File: config.mk
export PLATFORM = sky130hd
export DESIGN_NAME = fetch_unit
export DESIGN_NICKNAME = d
export VERILOG_FILES = /design/src/rtl/cpu_pkg.sv /design/src/rtl/fetch_buffer.sv /design/src/rtl/fetch_unit.sv
export SDC_FILE = /design/constraint.sdc
export NUM_CORES = 1
export LEC_CHECK = 0
export BUFFER_PORTS_ARGS = -buffer_cell sky130_fd_sc_hd__buf_2
export CAP_MARGIN = 20
export CELL_PAD_IN_SITES_DETAIL_PLACEMENT = 1
export CELL_PAD_IN_SITES_GLOBAL_PLACEMENT = 2
export CORE_MARGIN = 2
export CORE_UTILIZATION = 35
export DETAILED_ROUTE_END_ITERATION = 10
export PLACE_DENSITY = 0.82
export SLEW_MARGIN = 20
export SYNTH_ARGS = -nofsm -noshare
export SYNTH_HDL_FRONTEND = slang
export SYNTH_SLANG_ARGS = --single-unit
File: constraint.sdc
create_clock -name clk -period 4.3 [get_ports clk]
set_clock_uncertainty 0.2 [all_clocks]
set_input_delay 0.43 -clock clk [delete_from_list [all_inputs] [get_ports clk]]
set_output_delay 0.43 -clock clk [all_outputs]
set_load 0.01 [all_outputs]
File: src/rtl/cpu_pkg.sv
// Shared types and sizing for the instruction fetch stage.
package cpu_pkg;

    // Address width the fetch buffer entry type is built for; instruction width is twice this.
    localparam int FETCH_WIDTH = 8;
    localparam int FETCH_DEPTH = 2;
    localparam int CNT_W       = $clog2(FETCH_DEPTH + 1);

    typedef enum logic {
        IDLE = 1'b0,
        RUN  = 1'b1
    } fetch_state_t;

    typedef struct packed {
        logic [2*FETCH_WIDTH-1:0] instr;
        logic [FETCH_WIDTH-1:0]   pc;
    } fetch_entry_t;

endpackage

File: src/rtl/fetch_buffer.sv
// Two-entry FIFO holding fetched words and their PCs; entry 0 is always the head so the
// head output comes straight from a register.
module fetch_buffer
    import cpu_pkg::*;
(
    input  logic             clk,
    input  logic             rst,
    input  logic             push,
    input  fetch_entry_t     push_entry,
    input  logic             pop,
    input  logic             flush,
    output logic [CNT_W-1:0] count,
    output fetch_entry_t     head
);

    fetch_entry_t     entry0_q, entry0_d;
    fetch_entry_t     entry1_q, entry1_d;
    logic [CNT_W-1:0] count_q, count_d;
    logic             do_pop;

    // Next-state of the FIFO: flush wins, otherwise push/pop with shift toward the head.
    always_comb begin
        entry0_d = entry0_q;
        entry1_d = entry1_q;
        count_d  = count_q;
        do_pop   = pop && (count_q != '0);
        if (flush) begin
            // Head data is left in place so the output does not glitch; count alone marks it empty.
            count_d = '0;
        end else begin
            case ({push, do_pop})
                2'b10: begin
                    if (count_q == '0) begin
                        entry0_d = push_entry;
                    end else begin
                        entry1_d = push_entry;
                    end
                    count_d = count_q + CNT_W'(1);
                end
                2'b01: begin
                    entry0_d = entry1_q;
                    count_d  = count_q - CNT_W'(1);
                end
                2'b11: begin
                    if (count_q == CNT_W'(1)) begin
                        entry0_d = push_entry;
                    end else begin
                        entry0_d = entry1_q;
                        entry1_d = push_entry;
                    end
                end
                default: begin
                end
            endcase
        end
    end

    // FIFO storage and occupancy registers.
    always_ff @(posedge clk or posedge rst) begin
        if (rst) begin
            entry0_q <= '0;
            entry1_q <= '0;
            count_q  <= '0;
        end else begin
            entry0_q <= entry0_d;
            entry1_q <= entry1_d;
            count_q  <= count_d;
        end
    end

    assign count = count_q;
    assign head  = entry0_q;

    a_no_push_when_full : assert property (@(posedge clk) disable iff (rst)
        push |-> (count_q != CNT_W'(FETCH_DEPTH)));

endmodule

File: src/rtl/fetch_unit.sv
// Instruction fetch stage: run/idle control, PC sequencing, one-deep in-flight read tracking
// and the issue throttle that keeps the 2-entry buffer from ever overflowing.
// WIDTH must equal cpu_pkg::FETCH_WIDTH because the buffer entry type is sized from it.
module fetch_unit
    import cpu_pkg::*;
#(
    parameter int               WIDTH    = FETCH_WIDTH,
    parameter logic [WIDTH-1:0] RESET_PC = '0
) (
    input  logic               clk,
    input  logic               rst,
    input  logic               start,
    input  logic               stop,
    input  logic               redirect_valid,
    input  logic [WIDTH-1:0]   redirect_pc,
    output logic               mem_read,
    output logic [WIDTH-1:0]   mem_addr,
    input  logic [2*WIDTH-1:0] mem_data,
    output logic               instr_valid,
    input  logic               instr_ready,
    output logic [2*WIDTH-1:0] instr_out,
    output logic [WIDTH-1:0]   instr_pc,
    output logic               running
);

    fetch_state_t     state_q, state_d;
    logic [WIDTH-1:0] pc_q, pc_d;
    logic             inflight_q, inflight_d;
    logic [WIDTH-1:0] inflight_pc_q, inflight_pc_d;

    logic [CNT_W-1:0] buf_count;
    fetch_entry_t     buf_head;
    fetch_entry_t     push_entry;
    logic             push;
    logic             pop;
    logic             issue;
    logic [CNT_W:0]   occupancy;

    assign instr_valid = (buf_count != '0);

    // Issue throttle: a new read is only allowed if the word will have a free slot when it lands.
    always_comb begin
        pop       = instr_valid && instr_ready;
        occupancy = {1'b0, buf_count} + (CNT_W + 1)'(inflight_q) - (CNT_W + 1)'(pop);
        issue     = (state_q == RUN) && !redirect_valid && (occupancy < (CNT_W + 1)'(FETCH_DEPTH));
    end

    // Run/idle FSM: stop has priority over start.
    always_comb begin
        state_d = state_q;
        case (state_q)
            IDLE:    if (start && !stop) state_d = RUN;
            RUN:     if (stop)           state_d = IDLE;
            default:                     state_d = IDLE;
        endcase
    end

    // PC and in-flight tracking: redirect replaces the PC and suppresses issue in the same cycle.
    always_comb begin
        pc_d          = pc_q;
        inflight_d    = issue;
        inflight_pc_d = inflight_pc_q;
        if (redirect_valid) begin
            pc_d = redirect_pc;
        end else if (issue) begin
            pc_d          = pc_q + WIDTH'(1);
            inflight_pc_d = pc_q;
        end
    end

    // Control and address registers.
    always_ff @(posedge clk or posedge rst) begin
        if (rst) begin
            state_q       <= IDLE;
            pc_q          <= RESET_PC;
            inflight_q    <= 1'b0;
            inflight_pc_q <= '0;
        end else begin
            state_q       <= state_d;
            pc_q          <= pc_d;
            inflight_q    <= inflight_d;
            inflight_pc_q <= inflight_pc_d;
        end
    end

    // A word returning in a redirect cycle belongs to the old path and is dropped.
    assign push             = inflight_q && !redirect_valid;
    assign push_entry.instr = mem_data;
    assign push_entry.pc    = inflight_pc_q;

    fetch_buffer u_buf (
        .clk        (clk),
        .rst        (rst),
        .push       (push),
        .push_entry (push_entry),
        .pop        (pop),
        .flush      (redirect_valid),
        .count      (buf_count),
        .head       (buf_head)
    );

    assign mem_read  = issue;
    assign mem_addr  = pc_q;
    assign running   = (state_q == RUN);
    assign instr_out = buf_head.instr;
    assign instr_pc  = buf_head.pc;

    a_addr_known : assert property (@(posedge clk) disable iff (rst)
        mem_read |-> !$isunknown(mem_addr));

    a_stall_stable : assert property (@(posedge clk) disable iff (rst)
        (instr_valid && !instr_ready) |=> ($stable(instr_out) && $stable(instr_pc)));

endmodule
==> impl_metrics.py, run 1 <==
metrics = {
    "logic_synthesis": {
        "ys_seq_area_share_pct": 56.01,
        "synth-seq-cells": 68,
        "syn_avg_cell_area_sq_um": 11.38,
        "yosys.area_share.xor_xnor_pct": 1.153,
        "synth-simple-area-share_pct": 10.79,
        "syn-num-nets": 302,
        "synth_top_family_by_area": "multiplexers",
        "synth_cell_types": 36,
        "synth_area_sq_um": 3038,
        "synth_compound_area_share_pct": 8.937,
        "synth_mux_area_share_pct": 16.80,
        "ys_warn_count": 0,
        "synth_fa_ha_area_share_pct": 2.306,
        "postSynthCellCount": 267,
    },
    "layout": {
        "syn_to_final_growth_pct": 21.05,
        "fillers": 937,
        "post-route-util_pct": 44.31,
        "drive_above_1_share_pct": 33.63,
        "stdcell_area_sq_um": 3677,
        "antenna_cells": 0,
        "fin_nets": 366,
    },
    "power": {
        "clockPowerShare_pct": 22.8,
        "vdd_drop_max_mv": 0.1867,
        "leakage_nw": 1.893,
        "intPower_mw": 1.660,
        "swShare_pct": 34.46,
        "switchingPower_uw": 872.7,
        "power.density_nw_per_um2": 688.8,
        "comb_power_share_pct": 35.2,
        "power_frac_seq_pct": 42.0,
    },
    "cts": {
        "clock_latency_ns": 0.33,
        "cts_hold_buf": 0,
        "postCtsSetupRepairBufs": 0,
        "cts_resized": 0,
        "clock_sinks": 68,
        "h-tree-depth": 3,
        "numCtsBuffers": 9,
        "cts.reportedPaths.clkPinSlew_ns": 0.07,
        "cts_max_path_buffers": 2,
        "cts_tree": "yes",
        "cts_root_buf": "clkbuf_8",
    },
    "critical_path": {
        "worstSetupPathType": "reg -> out",
        "crit_family": "adder cells",
        "worstRegToRegCells": 13,
        "cp.required_ns": 3.67,
        "r2r_slack_ns": 0.96,
        "crit_path_end_kind": "output port",
        "cp_slowest_cell": "dfrtp_1",
        "crit_chain": "inv_1 -> ha_1 -> nand2b_1 -> inv_1 -> ha_1 -> nand2b_1 -> fa_1 -> xor2_1 -> or3_1 -> buf_4 -> inv_2 -> buf_2",
        "path_buf_inv": 5,
        "cp_max_fo": 18,
        "r2r_start": "u_buf.count[1]$_DFFE_PP0P_",
        "timing.rr.end": "mem_addr[0]$_DFFE_PP0P_",
        "crit_arrival_ns": 3.30,
        "start_kind": "flip-flop",
        "slowest_delay_ns": 0.44,
    },
    "drt": {
        "ant_nets": 0,
        "routedWlPerCell_um": 14.67,
        "vias": 2197,
        "drt_iter0_markers": 85,
        "viasPerCell": 4.982,
        "dr.pass1.iters": 6,
        "drc": 0,
        "wirelength_mm": 6.468,
    },
    "global_routing": {
        "grt_pass1_wl_mm": 11.51,
        "antenna_found_initial": 0,
        "grt_overflow": 0,
        "grt_usage_pct": 15.03,
        "grt_max_degree": 49,
        "first_global_vias": 2331,
    },
    "hold_path": {
        "hold_path_depth": 2,
        "min_from": "stop",
        "min_path_type": "in -> reg",
        "hold_end": "running$_DFF_PP0_",
    },
    "timing": {
        "max_freq_ghz": 0.2544,
        "hold_ws_ns": 0.03838,
        "setup_viol": 0,
        "timing_hold_violations_final": 0,
        "setup_tns_ns": 0,
        "fin_crit_ns": 3.931,
        "finalMaxSlewViolations": 0,
        "rsz0062_at_grt": "false",
        "min_period_over_period_pct": 91.41,
        "tightest_slew_ns": 0.9080,
        "slew_headroom_pct": 39.38,
    },
    "die": {
        "die_w_um": 97.17,
        "die_h_um": 97.17,
        "die-area_sq_um": 9441,
        "io_pins": 65,
        "rows": 33,
        "initial_core_util_pct": 36.60,
        "core_area_sq_um": 8299,
    },
    "placement": {
        "dp_hpwl_mm": 4.411,
        "numPortBuffers": 64,
        "post_dp_cell_area_sq_um": 3432,
        "place_congestion": 0.7908,
    },
    "run_status": {
        "outcome": "completed",
    },
    "flow_run": {
        "cap_violations": 0,
    },
}
[state kept, by name, indices dropped and copies added (netlist names)]
register        count
mem_addr            8
u_buf.entry1_q     24
inflight_pc_q       8
u_buf.count         2
u_buf.head         24
inflight_q          1
running             1
[layer usage]
layer / GRT usage [%] / part of all wire [%] / routed length, um / vias to the layer above
met3: 4.317 / 4.8 / 309 / 7
met2: 22.81 / 46 / 2982 / 52
met1: 20.94 / 48 / 3120 / 1077
met5: 0 / 0 / 0 / -
li1: - / - / - / 1061
met4: 4.550 / 0.85 / 55 / 0
[cell families after synthesis]
logic type,count (synthesis)
and+or+nand+nor,75
AOI/OAI and AO/OA,44
muxes,48
adders and majority gates,5
buffers and inverters,23
DFF,68
xor gates and xnor gates,4
[how the worst max path moves through the flow]
stage / startpoint / endpoint / slack [ns] / cells past startpoint
after CTS: u_buf.count[1]$_DFFE_PP0P_ / mem_read / 0.32 / 12
after floorplan: u_buf.count[1]$_DFFE_PP0P_ / mem_read / 1.14 / 12
final: u_buf.count[1]$_DFFE_PP0P_ / mem_read / 0.37 / 12
after global routing: u_buf.count[1]$_DFFE_PP0P_ / mem_read / 0.11 / 12
after detailed placement: u_buf.count[1]$_DFFE_PP0P_ / mem_read / 0.72 / 12
after global placement: u_buf.count[1]$_DFFE_PP0P_ / mem_read / 0.79 / 12
[final cells by class]
cell class              instances  area [sq um]  share of cell area (%)
multi-input cells             176          1226                   33.34
flip-flops and latches         68          1702                   46.27
clock buffers                  12         145.1                   3.947
repair buffers                 68         370.4                   10.07
well taps                     105         131.4                   3.573
clock inverters                 4         72.57                   1.973
inverters                       8         30.03                  0.8166
[stage by stage]
stage / cells / power, mW / setup WS, ns
floorplan: 267 / 1.678 / 1.140
global placement: 424 / 1.924 / 0.7924
detailed placement: 424 / 1.975 / 0.7157
CTS: 440 / 2.561 / 0.3208
global route: 441 / 2.747 / 0.1051
finish: 441 / 2.533 / 0.3693
[power groups by stage]
stage	registers [mW]	logic, mW	clock network, mW
3_3_place_gp	1.07	0.858	0
2_1_floorplan	1.11	0.570	0
4_1_cts	1.07	0.895	0.595
3_5_place_dp	1.08	0.891	0
6_report	1.06	0.891	0.576
5_1_grt	1.11	1.01	0.626
[synthesized netlist by cell type]
master    count  area (sq um)
or3_1         2         12.51
buf_4         4         30.03
nand4_1       2         12.51
inv_1         7         26.28
fa_1          1         20.02
o311ai_2      1         16.27
a211o_1       1         8.760
or2_1         1         6.260
xnor2_1       2         17.52
buf_1         2         7.510
mux2_2       24         270.3
a22oi_1       1         7.510
o211ai_1      2         15.01
a221o_1       3         30.03
nor3b_1       1         7.510
buf_2         4         20.02
xor2_1        2         17.52
o311a_1       1         10.01
nand2_1      31         116.4
inv_2         1         3.750
ha_1          4         50.05
dfrtp_1      68          1702
nand2b_1      2         12.51
nand3_1       3         15.01
mux2i_1      24         240.2
a21oi_1      25         125.1
buf_6         2         22.52
and2_1        1         6.260
a31oi_1       1         6.260
clkbuf_1      3         11.26
nor3_1        1         5.000
nor2_1       29         108.9
o21ai_0       7         35.03
a31o_2        1         8.760
o311ai_1      1         8.760
nor4_2        2         25.02
[worst reg2reg max path: stages, from the launching register on]
cell,delay [ns]
dfrtp_1,0.44
inv_1,0.10
ha_1,0.18
nand2b_1,0.28
inv_1,0.08
ha_1,0.26
nand2b_1,0.15
fa_1,0.38
xor2_1,0.16
or3_1,0.35
buf_4,0.21
inv_2,0.20
xnor2_1,0.14
o21ai_0,0.08
[layout by cell type (no fill, tap or decap), types with 2 or more instances in the layout]
cell type  count
clkbuf_1       2
xnor2_1        2
ha_1           4
o211ai_1       2
or3_1          2
dfrtp_1       68
xor2_1         2
mux2i_1       24
mux2_2        24
buf_4          3
nor4_2         2
inv_2          2
o21ai_0        7
nand2b_1       2
a21oi_1       24
nor2_1        29
nand4_1        2
inv_1          6
buf_2         64
clkbuf_8      10
bufinv_16      2
nand2_1       31
a221o_1        3
nand3_1        3
Power figures use the tool's default switching activity.
==> run 2, diff against run 1 <==
REMOVE_ABC_BUFFERS = 1   (was unset)
==> run 2 against run 1 <==
Compared with the run above:
- critical path depth down 1
- sequential power about the same
- power up 1.3%
- combinational power up 2.6%
- sequential share of layout area down 0.44 points
- global-route usage up 0.20 points
- register-to-register slack better by 0.03 ns
- flip-flop and latch count unchanged
- worst hold slack worse by 0.028 ns
- final area up 0.95%
- via count up 0.27%
- largest cell class unchanged
- largest power group unchanged
==> impl_metrics.py, run 2 (synthesis gave the netlist of run 1 again) <==
metrics = {
    "critical_path": {
        "worstSetupPathType": "reg -> out",
        "cp.required_ns": 3.67,
        "crit_path_end_kind": "output port",
        "r2r_slack_ns": 0.99,
        "start_kind": "flip-flop",
        "worstRegToRegCells": 12,
        "cp_max_fo": 12,
        "crit_arrival_ns": 3.15,
    },
    "global_routing": {
        "antenna_found_initial": 0,
        "first_global_vias": 2311,
        "grt_usage_pct": 15.23,
        "grt_overflow": 0,
        "grt_max_degree": 46,
        "grt_pass1_wl_mm": 11.50,
    },
    "timing": {
        "tightest_slew_ns": 0.8976,
        "fin_crit_ns": 3.780,
        "setup_tns_ns": 0,
        "rsz0062_at_grt": "false",
        "slew_headroom_pct": 40.16,
        "finalMaxSlewViolations": 0,
        "timing_hold_violations_final": 0,
        "min_period_over_period_pct": 87.91,
        "setup_viol": 0,
        "max_freq_ghz": 0.2645,
    },
    "layout": {
        "fin_nets": 367,
        "drive_above_1_share_pct": 34.42,
        "syn_to_final_growth_pct": 22.20,
        "layout_commonest_cell": "dfrtp_1",
        "antenna_cells": 0,
        "final_cell_mix": "68 x dfrtp_1, 64 x buf_2, 31 x nand2_1, 29 x nor2_1",
    },
    "power": {
        "power.density_nw_per_um2": 691.2,
        "leakage_nw": 1.900,
        "total_power_mw": 2.566,
        "vdd_drop_max_mv": 0.2191,
    },
    "cts": {
        "h-tree-depth": 3,
        "numCtsBuffers": 9,
        "cts_hold_buf": 0,
        "clock_latency_ns": 0.34,
        "cts_resized": 0,
        "clock_sinks": 68,
        "cts_max_path_buffers": 2,
        "postCtsSetupRepairBufs": 0,
        "cts_tree": "yes",
        "cts_root_buf": "clkbuf_8",
        "cts.reportedPaths.clkPinSlew_ns": 0.08,
    },
    "die": {
        "rows": 33,
        "die_h_um": 97.17,
        "io_pins": 65,
        "core_area_sq_um": 8299,
        "die_w_um": 97.17,
        "initial_core_util_pct": 36.60,
        "die-area_sq_um": 9441,
    },
    "hold_path": {
        "min_path_type": "in -> async",
    },
    "drt": {
        "route.met3.wl_um": 376,
        "wirelength_mm": 6.690,
        "wl_met2_mm": 3.093,
        "drc": 0,
        "routedWlPerCell_um": 15.14,
        "routed.top_layer": "met4",
        "vias": 2203,
        "ant_nets": 0,
        "viasPerCell": 4.984,
        "drt_iter0_markers": 50,
        "dr.pass1.iters": 6,
        "drt-met1-wl_mm": 3.144,
    },
    "flow_run": {
        "cap_violations": 0,
    },
    "placement": {
        "place_congestion": 0.7814,
        "dp_hpwl_mm": 4.634,
        "numPortBuffers": 64,
    },
    "run_status": {
        "outcome": "completed",
    },
}
[run 2: cell types whose count changed in the layout (fill, tap and decap cells not counted)]
cell        delta
clkbuf_1       -2
inv_2          -1
inv_6          +1
clkbuf_8       -1
clkinvlp_4     +2
clkinv_4       +1
buf_16         +1
[run 2: cell type report]
| cell class | instances | area [sq um] |
|---|---|---|
| Fill cell | 943 | 4587 |
| Sequential cell | 68 | 1702 |
| Multi-Input combinational cell | 176 | 1226 |
| Timing Repair Buffer | 69 | 397.9 |
| Tap cell | 105 | 131.4 |
| Clock buffer | 9 | 123.9 |
| Clock inverter | 7 | 100.1 |
| Inverter | 8 | 31.28 |
[run 2: final timing paths]
path	endpoint	startpoint
max reg2reg	mem_addr[6]$_DFFE_PP0P_	u_buf.count[1]$_DFFE_PP0P_
min reg2reg	u_buf.entry1_q[7]$_DFFE_PP0P_	u_buf.entry1_q[7]$_DFFE_PP0P_
max	mem_read	u_buf.count[1]$_DFFE_PP0P_
max in group asynchronous	u_buf.entry1_q[21]$_DFFE_PP0P_	rst
min in group clk	running$_DFF_PP0_	stop
min	u_buf.head[9]$_DFFE_PP0P_	rst
[run 2: per-layer routing]
layer  track usage, %  vias up
met1            20.72     1075
met5                0        -
met3            4.964        9
met4            5.417        0
met2            22.86       64
li1                 -     1055
[run 2: critical path, cell delays in order, from the launching register on]
cell and delay, ns:
dfrtp_1 0.44, inv_1 0.10, ha_1 0.18, nand2b_1 0.29, inv_1 0.08, ha_1 0.27
nand2b_1 0.15, fa_1 0.38, xor2_1 0.17, or3_1 0.39, inv_2 0.19, buf_2 0.17
[run 2: per-stage QoR]
| stage | hold slack, ns | std cells | area, sq um | utilization, % | worst slack [ns] |
|---|---|---|---|---|---|
| finish | 0.009884 | 442 | 3712 | 44.73 | 0.5198 |
| floorplan | 0.2638 | 252 | 2947 | - | 1.042 |
| global placement | 0.2854 | 424 | 3432 | 41.35 | 0.9585 |
| global route | 0.009490 | 442 | 3712 | 44.73 | 0.2925 |
| CTS | 0.01480 | 442 | 3711 | 44.72 | 0.4871 |
| detailed placement | 0.2928 | 426 | 3487 | 42.02 | 0.8649 |
[run 2: where the power goes]
part | leakage, nW | internal, mW | switching [mW]
sequential | 0.842 | 0.905 | 0.161
combinational | 0.956 | 0.428 | 0.486
clock | 0.102 | 0.329 | 0.257
==> run 3, diff against run 2 <==
PLACE_DENSITY = 0.81   (was 0.82)
SYNTH_HIERARCHICAL = 1   (was unset)
==> run 3 against run 2 <==
Compared with the run above:
- worst setup slack got worse by 0.29 ns
- first-iteration DRC count increased by 8.0%
- highest routed layer unchanged
- combinational power decreased by 56%
- critical path depth decreased by 2
==> impl_metrics.py, run 3 <==
metrics = {
    "run_status": {
        "outcome": "completed",
    },
    "cts": {
        "cts_hold_buf": 0,
        "cts_max_path_buffers": 2,
        "clock_sinks": 68,
        "clock_latency_ns": 0.34,
        "cts_tree": "yes",
        "cts_resized": 0,
        "postCtsSetupRepairBufs": 0,
        "cts_root_buf": "clkbuf_8",
        "numCtsBuffers": 9,
        "h-tree-depth": 3,
        "cts.reportedPaths.clkPinSlew_ns": 0.08,
    },
    "logic_synthesis": {
        "synth_compound_area_share_pct": 8.797,
        "synth-simple-area-share_pct": 10.53,
        "synth_top_cell_by_area": "dfrtp_1",
        "synthArstFlopShare_pct": 100.0,
        "synth_mux_area_share_pct": 18.46,
        "synth_edf_count": 0,
        "ys.flop_type": "dfrtp_1",
        "netlist_top_cells_area": "dfrtp_1 54%, mux2_4 9.5%, mux2i_1 7.6%",
        "ys_warn_count": 6,
        "synth_top_family_by_area": "multiplexers",
        "syn_avg_cell_area_sq_um": 11.79,
        "netlist.area_leader.share_pct": 53.65,
        "synth_most_common_cell": "dfrtp_1",
        "synth_area_sq_um": 3172,
        "synthTopCellsByCount": "68 x dfrtp_1, 31 x nand2_1, 30 x nor2_1",
        "synth-seq-cells": 68,
        "postSynthCellCount": 269,
        "ys_seq_area_share_pct": 53.65,
        "synth_fa_ha_area_share_pct": 2.209,
        "yosys.area_share.xor_xnor_pct": 1.105,
        "synth_cell_types": 39,
    },
    "layout": {
        "fin_nets": 368,
        "stdcell_count": 446,
        "layout_commonest_cell": "dfrtp_1",
        "fillers": 998,
        "antenna_cells": 0,
        "syn_to_final_growth_pct": 18.97,
        "drive_above_1_share_pct": 33.43,
        "post-route-util_pct": 43.06,
        "final_cell_mix": "68 x dfrtp_1, 64 x buf_2, 31 x nand2_1, 30 x nor2_1",
    },
    "global_routing": {
        "grt_max_degree": 51,
        "use_met1_pct": 20.83,
        "first_global_vias": 2472,
        "grt_use_met3_pct": 4.989,
        "grt_usage_pct": 15.84,
        "gr-max-usage-layer": "met2",
        "antenna_found_initial": 0,
        "grt_overflow": 0,
        "grt_pass1_wl_mm": 12.36,
        "met2_usage_pct": 25.36,
    },
    "flow_run": {
        "cap_violations": 0,
    },
    "die": {
        "core_area_sq_um": 8763,
        "initial_core_util_pct": 36.19,
        "die-area_sq_um": 9840,
        "die_w_um": 99.20,
        "die_h_um": 99.20,
        "rows": 34,
        "io_pins": 65,
    },
    "drt": {
        "ant_nets": 0,
        "routedWlPerCell_um": 15.97,
        "viasPerCell": 5.043,
        "drt_iter0_markers": 54,
        "drc": 0,
        "vias": 2249,
        "dr.pass1.iters": 4,
        "wirelength_mm": 7.122,
    },
    "timing": {
        "setup_tns_ns": 0,
        "rsz0062_at_grt": "false",
        "fin_crit_ns": 4.066,
        "tightest_slew_ns": 0.8873,
        "setup_viol": 0,
        "min_period_over_period_pct": 94.55,
        "timing_hold_violations_final": 0,
        "max_freq_ghz": 0.2460,
        "finalMaxSlewViolations": 0,
        "slew_headroom_pct": 40.78,
    },
    "placement": {
        "dp_cells": 430,
        "place_congestion": 0.7859,
        "numPortBuffers": 64,
        "dp_hpwl_mm": 4.704,
    },
    "critical_path": {
        "cp_max_fo": 17,
        "cp_slowest_cell": "or3_1",
        "r2r_start": "u_buf/count[1]$_DFFE_PP0P_",
        "timing.rr.end": "mem_addr[7]$_DFFE_PP0P_",
        "worstRegToRegCells": 9,
        "crit_chain": "or2_2 -> and2_1 -> ha_1 -> nand2b_1 -> fa_1 -> xor2_1 -> or3_1 -> inv_8 -> buf_2",
        "crit_arrival_ns": 3.44,
        "slowest_delay_ns": 0.66,
        "start_kind": "flip-flop",
        "r2r_slack_ns": 0.73,
        "cp.required_ns": 3.67,
        "worstSetupPathType": "reg -> out",
        "crit_path_end_kind": "output port",
    },
    "power": {
        "leakage_nw": 2.008,
        "vdd_drop_max_mv": 0.1933,
        "power.density_nw_per_um2": 503.8,
    },
    "hold_path": {
        "min_path_type": "in -> async",
    },
}
## run 3: cell type report
class                           instances  area [sq um]  share of cell area, %
Multi-Input combinational cell        178          1315                  34.85
Sequential cell                        68          1702                  45.09
Tap cell                              108         135.1                  3.581
Clock inverter                          6         112.6                  2.984
Clock buffer                           10         127.6                  3.382
Inverter                               10         46.29                  1.227
Timing Repair Buffer                   66         335.3                  8.886
## run 3: how the worst max path moves through the flow
stage,from,to,slack (ns),cells past startpoint
final,u_buf/count[1]$_DFFE_PP0P_,mem_read,0.23,9
after floorplan,u_buf/count[1]$_DFFE_PP0P_,mem_read,0.96,8
after detailed placement,u_buf/count[1]$_DFFE_PP0P_,mem_read,0.63,9
after global routing,u_buf/count[1]$_DFFE_PP0P_,mem_read,0.04,9
after CTS,u_buf/count[1]$_DFFE_PP0P_,mem_read,0.22,9
after global placement,u_buf/count[1]$_DFFE_PP0P_,mem_read,0.72,9
## run 3: per-layer routing
layer / share of wire (%) / vias to the layer above
met5: 0 / -
met4: 1.4 / 0
met3: 5.4 / 11
met2: 47 / 67
met1: 46 / 1113
li1: - / 1058
## run 3: cell families (layout without fill, tap and decap cells)
logic type / Yosys count / in the layout
compound gates: 44 / 44
buf+inv: 23 / 92
xor+xnor: 4 / 4
simple gates: 77 / 77
mux: 48 / 48
flops: 68 / 68
fa+ha+maj: 5 / 5
## run 3: critical path: cells and delay by family (launching register included)
kind	cells	cell delay (ns)
simple gates	4	1.35
fa+ha+maj	2	0.67
flops	1	0.45
xor+xnor	1	0.36
buf+inv	2	0.26
## run 3: metrics by stage
| stage | worst slack [ns] | cell area [sq um] | power (mW) | hold slack, ns |
|---|---|---|---|---|
| floorplan | 0.9601 | 3050 | 1.107 | 0.1686 |
| global placement | 0.7247 | 3532 | 1.270 | 0.2862 |
| detailed placement | 0.6350 | 3532 | 1.291 | 0.2944 |
| CTS | 0.2213 | 3772 | 1.941 | 0.002090 |
| global route | 0.03653 | 3774 | 2.024 | 0.02780 |
| finish | 0.2343 | 3774 | 1.901 | 0.01291 |
## run 3: power by group
group | total, mW | internal (mW) | switching (mW)
clock | 0.632 | 0.385 | 0.246
combinational | 0.400 | 0.186 | 0.215
sequential | 0.869 | 0.783 | 0.0866
